--- src/rtl/control_sequencer_pkg.sv ---
// Shared opcodes, ALU selects, sequencer states, decoded instruction classes
// and the bundle of datapath strobes used by the control sequencer.
package control_sequencer_pkg;

  localparam logic [4:0] OP_LD   = 5'b00000;
  localparam logic [4:0] OP_LDI  = 5'b00001;
  localparam logic [4:0] OP_ST   = 5'b00010;
  localparam logic [4:0] OP_ADD  = 5'b00011;
  localparam logic [4:0] OP_SUB  = 5'b00100;
  localparam logic [4:0] OP_AND  = 5'b00101;
  localparam logic [4:0] OP_OR   = 5'b00110;
  localparam logic [4:0] OP_ADDI = 5'b01100;
  localparam logic [4:0] OP_ANDI = 5'b01101;
  localparam logic [4:0] OP_ORI  = 5'b01110;
  localparam logic [4:0] OP_BR   = 5'b10010;
  localparam logic [4:0] OP_NOP  = 5'b11010;
  localparam logic [4:0] OP_HALT = 5'b11011;

  localparam logic [3:0] ALU_ADD = 4'd0;
  localparam logic [3:0] ALU_SUB = 4'd1;
  localparam logic [3:0] ALU_AND = 4'd2;
  localparam logic [3:0] ALU_OR  = 4'd3;

  typedef enum logic [3:0] {
    ST_RST, ST_T0, ST_T1, ST_T2, ST_T3, ST_T4, ST_T5, ST_T6, ST_T7, ST_HALT
  } state_e;

  typedef enum logic [3:0] {
    C_ALU_R, C_ALU_I, C_LDI, C_LD, C_ST, C_BR, C_NOP, C_HALT, C_ILLEGAL
  } op_class_e;

  typedef struct packed {
    logic pc_out, zhi_out, zlo_out, mdr_out, inport_out;
    logic mar_in, z_in, pc_in, mdr_in, ir_in, y_in, outport_in;
    logic inc_pc, rd, wr, gra, grb, grc, r_in, r_out, ba_out, c_out, con_in;
  } ctl_t;

endpackage

--- src/rtl/control_sequencer_op_decoder.sv ---
// Maps the opcode field to an instruction class and the ALU operation it uses.
module control_sequencer_op_decoder
  import control_sequencer_pkg::*;
(
  input  logic [4:0] i_op,
  output op_class_e  o_cls,
  output logic [3:0] o_alu_sel
);

  always_comb begin
    o_cls     = C_ILLEGAL;
    o_alu_sel = ALU_ADD;
    case (i_op)
      OP_LD:   o_cls = C_LD;
      OP_LDI:  o_cls = C_LDI;
      OP_ST:   o_cls = C_ST;
      OP_ADD:  o_cls = C_ALU_R;
      OP_SUB:  begin o_cls = C_ALU_R; o_alu_sel = ALU_SUB; end
      OP_AND:  begin o_cls = C_ALU_R; o_alu_sel = ALU_AND; end
      OP_OR:   begin o_cls = C_ALU_R; o_alu_sel = ALU_OR;  end
      OP_ADDI: o_cls = C_ALU_I;
      OP_ANDI: begin o_cls = C_ALU_I; o_alu_sel = ALU_AND; end
      OP_ORI:  begin o_cls = C_ALU_I; o_alu_sel = ALU_OR;  end
      OP_BR:   o_cls = C_BR;
      OP_NOP:  o_cls = C_NOP;
      OP_HALT: o_cls = C_HALT;
      default: o_cls = C_ILLEGAL;
    endcase
  end

endmodule

--- src/rtl/control_sequencer.sv ---
// Hardwired T0..T7 control unit for the single-bus datapath, with memory
// wait-state handshake, bus-error timeout and halt/stop handling.
module control_sequencer
  import control_sequencer_pkg::*;
#(
  parameter int OPW         = 5,
  parameter int ALUW        = 4,
  parameter int MEM_TIMEOUT = 15
) (
  input  logic            Clock,
  input  logic            Clear,
  input  logic [31:0]     IR,
  input  logic            CON_FF,
  input  logic            mem_ready,
  input  logic            Stop,
  output logic            PCout, Zhighout, Zlowout, MDRout, InPortout,
  output logic            MARin, Zin, PCin, MDRin, IRin, Yin, OutPortin,
  output logic            IncPC, Read, Write, Gra, Grb, Grc, Rin, Rout, BAout, Cout, CONin,
  output logic [ALUW-1:0] alu_sel,
  output logic            Run,
  output logic            illegal_op,
  output logic            bus_err
);

  localparam logic [3:0] W_TMO = 4'(MEM_TIMEOUT);

  state_e     r_state;
  logic [3:0] r_wcnt;
  logic       r_bus_err;

  logic [OPW-1:0] w_op;
  op_class_e      w_cls;
  logic [3:0]     w_op_alu;
  logic [3:0]     w_alu;
  logic           w_wait, w_last, w_ill;
  state_e         w_nxt;
  ctl_t           w_ctl;
  logic           w_unused_ir;

  assign w_op        = IR[31 -: OPW];
  assign w_unused_ir = ^IR[26:0];

  control_sequencer_op_decoder u_dec (
    .i_op      (w_op),
    .o_cls     (w_cls),
    .o_alu_sel (w_op_alu)
  );

  // Steps that hold until memory answers, and steps that close an instruction
  assign w_wait = (r_state == ST_T1) ||
                  (r_state == ST_T6 && w_cls == C_LD) ||
                  (r_state == ST_T7 && w_cls == C_ST);
  assign w_last = (r_state == ST_T2 && (w_cls == C_NOP || w_cls == C_ILLEGAL)) ||
                  (r_state == ST_T5 && (w_cls == C_ALU_R || w_cls == C_ALU_I || w_cls == C_LDI)) ||
                  (r_state == ST_T6 && w_cls == C_BR) ||
                  (r_state == ST_T7 && (w_cls == C_LD || w_cls == C_ST));

  always_comb begin
    case (r_state)
      ST_RST:  w_nxt = ST_T0;
      ST_T0:   w_nxt = ST_T1;
      ST_T1:   w_nxt = ST_T2;
      ST_T2:   w_nxt = ST_T3;
      ST_T3:   w_nxt = ST_T4;
      ST_T4:   w_nxt = ST_T5;
      ST_T5:   w_nxt = ST_T6;
      ST_T6:   w_nxt = ST_T7;
      ST_T7:   w_nxt = ST_T0;
      ST_HALT: w_nxt = ST_HALT;
      default: w_nxt = ST_RST;
    endcase
    if (r_state == ST_T2 && w_cls == C_HALT) w_nxt = ST_HALT;
    else if (w_last)                         w_nxt = Stop ? ST_HALT : ST_T0;
  end

  always_ff @(posedge Clock or negedge Clear) begin
    if (!Clear) begin
      r_state   <= ST_RST;
      r_wcnt    <= '0;
      r_bus_err <= 1'b0;
    end else if (w_wait && !mem_ready) begin
      if (r_wcnt == W_TMO) begin
        r_bus_err <= 1'b1;
        r_state   <= ST_HALT;
        r_wcnt    <= '0;
      end else begin
        r_wcnt <= r_wcnt + 4'd1;
      end
    end else begin
      r_state <= w_nxt;
      r_wcnt  <= '0;
    end
  end

  // Moore strobe decode; only PCin in the branch T6 step looks at a live input
  always_comb begin
    w_ctl = '0;
    w_alu = ALU_ADD;
    w_ill = 1'b0;
    case (r_state)
      ST_T0: begin w_ctl.pc_out = 1'b1; w_ctl.mar_in = 1'b1; w_ctl.inc_pc = 1'b1; w_ctl.z_in = 1'b1; end
      ST_T1: begin w_ctl.zlo_out = 1'b1; w_ctl.pc_in = 1'b1; w_ctl.rd = 1'b1; w_ctl.mdr_in = 1'b1; end
      ST_T2: begin w_ctl.mdr_out = 1'b1; w_ctl.ir_in = 1'b1; w_ill = (w_cls == C_ILLEGAL); end
      ST_T3: case (w_cls)
        C_ALU_R, C_ALU_I:  begin w_ctl.grb = 1'b1; w_ctl.r_out = 1'b1; w_ctl.y_in = 1'b1; end
        C_LDI, C_LD, C_ST: begin w_ctl.grb = 1'b1; w_ctl.ba_out = 1'b1; w_ctl.y_in = 1'b1; end
        C_BR:              begin w_ctl.gra = 1'b1; w_ctl.r_out = 1'b1; w_ctl.con_in = 1'b1; end
        default: ;
      endcase
      ST_T4: case (w_cls)
        C_ALU_R:          begin w_ctl.grc = 1'b1; w_ctl.r_out = 1'b1; w_ctl.z_in = 1'b1; w_alu = w_op_alu; end
        C_ALU_I, C_LDI:   begin w_ctl.c_out = 1'b1; w_ctl.z_in = 1'b1; w_alu = w_op_alu; end
        C_LD, C_ST:       begin w_ctl.c_out = 1'b1; w_ctl.z_in = 1'b1; end
        C_BR:             begin w_ctl.pc_out = 1'b1; w_ctl.y_in = 1'b1; end
        default: ;
      endcase
      ST_T5: case (w_cls)
        C_ALU_R, C_ALU_I, C_LDI: begin w_ctl.zlo_out = 1'b1; w_ctl.gra = 1'b1; w_ctl.r_in = 1'b1; end
        C_LD, C_ST:              begin w_ctl.zlo_out = 1'b1; w_ctl.mar_in = 1'b1; end
        C_BR:                    begin w_ctl.c_out = 1'b1; w_ctl.z_in = 1'b1; end
        default: ;
      endcase
      ST_T6: case (w_cls)
        C_LD:    begin w_ctl.rd = 1'b1; w_ctl.mdr_in = 1'b1; end
        C_ST:    begin w_ctl.gra = 1'b1; w_ctl.r_out = 1'b1; w_ctl.mdr_in = 1'b1; end
        C_BR:    begin w_ctl.zlo_out = 1'b1; w_ctl.pc_in = CON_FF; end
        default: ;
      endcase
      ST_T7: case (w_cls)
        C_LD:    begin w_ctl.mdr_out = 1'b1; w_ctl.gra = 1'b1; w_ctl.r_in = 1'b1; end
        C_ST:    begin w_ctl.mdr_out = 1'b1; w_ctl.wr = 1'b1; end
        default: ;
      endcase
      default: ;
    endcase
  end

  assign {PCout, Zhighout, Zlowout, MDRout, InPortout} =
         {w_ctl.pc_out, w_ctl.zhi_out, w_ctl.zlo_out, w_ctl.mdr_out, w_ctl.inport_out};
  assign {MARin, Zin, PCin, MDRin, IRin, Yin, OutPortin} =
         {w_ctl.mar_in, w_ctl.z_in, w_ctl.pc_in, w_ctl.mdr_in, w_ctl.ir_in, w_ctl.y_in, w_ctl.outport_in};
  assign {IncPC, Read, Write, Gra, Grb, Grc} =
         {w_ctl.inc_pc, w_ctl.rd, w_ctl.wr, w_ctl.gra, w_ctl.grb, w_ctl.grc};
  assign {Rin, Rout, BAout, Cout, CONin} =
         {w_ctl.r_in, w_ctl.r_out, w_ctl.ba_out, w_ctl.c_out, w_ctl.con_in};

  assign alu_sel    = ALUW'(w_alu);
  assign Run        = (r_state != ST_RST) && (r_state != ST_HALT);
  assign illegal_op = w_ill;
  assign bus_err    = r_bus_err;

endmodule

--- config.mk ---
export PLATFORM = sky130hd
export DESIGN_NAME = control_sequencer
export DESIGN_NICKNAME = d
export VERILOG_FILES = /design/src/rtl/control_sequencer_pkg.sv /design/src/rtl/control_sequencer_op_decoder.sv /design/src/rtl/control_sequencer.sv
export SDC_FILE = /design/constraint.sdc
export NUM_CORES = 1
export LEC_CHECK = 0
export ABC_AREA = 1
export CORE_MARGIN = 1
export CORE_UTILIZATION = 34
export CTS_BUF_LIST = sky130_fd_sc_hd__clkbuf_16
export DETAILED_ROUTE_END_ITERATION = 10
export GPL_TIMING_DRIVEN = 0
export PLACE_DENSITY = 0.76
export SKIP_LAST_GASP = 1
export SYNTH_ARGS = -nofsm -noshare
export SYNTH_HDL_FRONTEND = slang
export SYNTH_SLANG_ARGS = --single-unit
export TNS_END_PERCENT = 100
--- constraint.sdc ---
create_clock -name Clock -period 1.8 [get_ports Clock]
set_clock_uncertainty 0.05 [all_clocks]
set_input_delay 0.45 -clock Clock [delete_from_list [all_inputs] [get_ports Clock]]
set_output_delay 0.45 -clock Clock [all_outputs]
set_load 0.05 [all_outputs]
==> results.yml <==
power_and_ir_drop:
  ir_worst_vdd_mv: 1.20
  power.density_nw_per_um2: 1230
  power_mw: 3.13
  p_leak_nw: 1.24
clock_network:
  clock_latency_ns: 0.24
  clock-sinks: 9
  cts-root-buf: "clkbuf_16"
  cts_tree: "done"
  htreeDepth: 1
  clkTransAtPathRegs_ns: 0.04
  cts_inserted_buffers: 3
  clock_path_buffers: 2
critical_path:
  worstSetupEndpointType: "output port"
  reg2reg_depth: 15
  path_class: "primary input to output port"
  cp_slowest_stage_delay_ns: 0.25
  cp_slowest_cell: "o211ai_1"
  cp_common_cell: "nand2_4"
  required_ns: 1.30
  crit_fanout: 7
  cp.arrival_ns: 1.82
  start_kind: "primary input"
  path_cells: "buf_12 > nor2_4 > nand3_4 > nand2_4 > inv_4 > nand2_4 > a31oi_4 > o211ai_1 > buf_4"
grt:
  grt.total_usage_pct: 24.2
  grt_pass1_wl_um: 6380
  grt_pass1_vias: 1397
  grt_max_degree: 10
  antenna_found_initial: 0
  globalRouteOverflowTotal: 0
timing:
  tns_ns: -9.49
  hold_violations: 0
  grt_setup_unrepaired: "yes"
  period_share_pct: 129
  finalSetupViolCount: 33
  worst_slack_ns: -0.519
  fmax_ghz: 0.431
  fin_crit_ns: 2.32
  maxSlewViolCount: 0
finish:
  final_common_cell: "buf_4"
  drive_gt1_share_pct: 68.4
  final_cell_count_no_fill: 310
  diodes: 0
  final_nets: 310
  final_cell_mix: "38 x buf_4, 28 x buf_6, 20 x nand2_1, 19 x nor2_4, 15 x inv_1"
  final_util_pct: 82.2
  syn2layout_area_growth_pct: 126
  design_area_um2: 2550
logic_synthesis:
  synth_top_flop_cell: "dfrtp_1"
  postSynth.asyncResetShare_pct: 100
  netlist_area_um2: 1130
  syn_inst: 179
  syn_avg_cell_area_um2: 6.32
  seq_area_frac_synth_pct: 19.9
  synth-edff-count: 0
  yosysWarnings: 0
  ys_ff_latch: 9
  synth_cell_type_count: 30
placed_design:
  gp_congestion: 0.835
  dp.cells: 261
  io_buffers: 34
  place_area_um2: 1710
  hpwl_um: 2380
route:
  vias_per_cell: 5.38
  first_pass_iters: 4
  drc_errors: 0
  via_count: 1669
  drt-initial-drc-count: 198
  wl_um: 6110
  wl_per_cell_um: 19.7
  drtAntennaViolNets: 0
floorplan:
  die_w_um: 59.7
  rows: 20
  start_util_pct: 36.5
  die_area_um2: 3560
  coreArea_um2: 3100
  pin_count: 67
  die_h_um: 59.7
outcome:
  violations: "negative setup slack"
  outcome: "complete, but fails checks"
worst_hold_path:
  min_path_type: "register to register"
  hold_depth: 1
job:
  maxCapViolCount: 0
logic make-up after synthesis:
| group | share of synthesized area (%) |
|---|---|
| XOR/XNOR | 1.55 |
| adder cells (fa/ha/maj) | 6.64 |
| AO/OA/AOI/OAI | 11.6 |
| buffers and inverters | 15.3 |
| AND/OR/NAND/NOR | 44.7 |
| other | 0.332 |
| flip-flops | 19.9 |
synth_stat cells, types with 2 or more instances:
master | count | area (um^2)
a21oi_1 | 5 | 25.0
a31oi_1 | 2 | 12.5
buf_4 | 5 | 37.5
dfrtp_1 | 9 | 225
ha_1 | 6 | 75.1
inv_1 | 29 | 109
inv_2 | 6 | 22.5
nand2_1 | 37 | 139
nand2_2 | 3 | 18.8
nand3_1 | 16 | 80.1
nand3_2 | 6 | 60.1
nand4_1 | 2 | 12.5
nor2_1 | 24 | 90.1
nor2_2 | 2 | 12.5
nor2_4 | 6 | 67.6
o211ai_1 | 2 | 15.0
o21ai_0 | 4 | 20.0
o21ai_2 | 2 | 17.5
o22ai_1 | 2 | 12.5
layer usage:
layer,GRT usage [%],routed length [um],up-vias
met4,13.3,328,0
met5,0,0,-
met2,43.2,3160,114
li1,-,-,730
met1,26.3,2200,786
met3,5.19,423,39
per-stage QoR:
step           hold slack, ns  setup slack, ns
2_1_floorplan           0.104           -0.563
4_1_cts                 0.417           -0.421
5_1_grt                 0.426           -0.555
3_5_place_dp            0.409            -1.58
3_3_place_gp            0.403            -1.57
6_report                0.419           -0.519
final timing paths:
path                             from          to  slack [ns]
min reg2reg                 r_wcnt[0]   r_wcnt[0]        0.42
min                         r_wcnt[0]   r_wcnt[0]        0.42
max                            IR[30]     Zlowout       -0.52
max reg2reg                r_state[0]  r_state[0]       -0.33
min in group asynchronous       Clear  r_state[2]        0.47
max in group asynchronous       Clear  r_state[3]        0.90
critical path: cells and delay by family:
kind / cells / cell delay [ns]
simple gates: 4 / 0.58
compound gates: 2 / 0.38
buf+inv: 3 / 0.39
power by group:
part / switching [mW] / leakage [nW] / internal, mW
Sequential: 0.0655 / 0.115 / 0.254
Clock: 0.103 / 0.0423 / 0.291
Combinational: 1.48 / 1.08 / 0.931
layout make-up:
cell class / count / area, um^2
buffer: 5 / 37.5
clock buffer: 3 / 75.1
clock inverter: 1 / 3.75
fill: 153 / 552
inverter: 36 / 173
multi-input combinational: 133 / 1160
sequential: 9 / 228
tap: 44 / 55.1
timing repair buffer: 79 / 817
flip-flops by register name, summed over array words and instances, names as in the netlist:
signal / count
r_wcnt: 4
bus_err: 1
r_state: 4
what timing repair did:
item | CTS | global route
setup endpoints to repair | 34 | 33
hold endpoints to repair | 0 | 0
pin swaps | 18 | 30
hold buffers | 0 | 0
buffers inserted | 23 | 22
gates resized for setup | 243 | 67
gates cloned | 0 | 0
No activity file was read; power rests on OpenSTA's default activity.
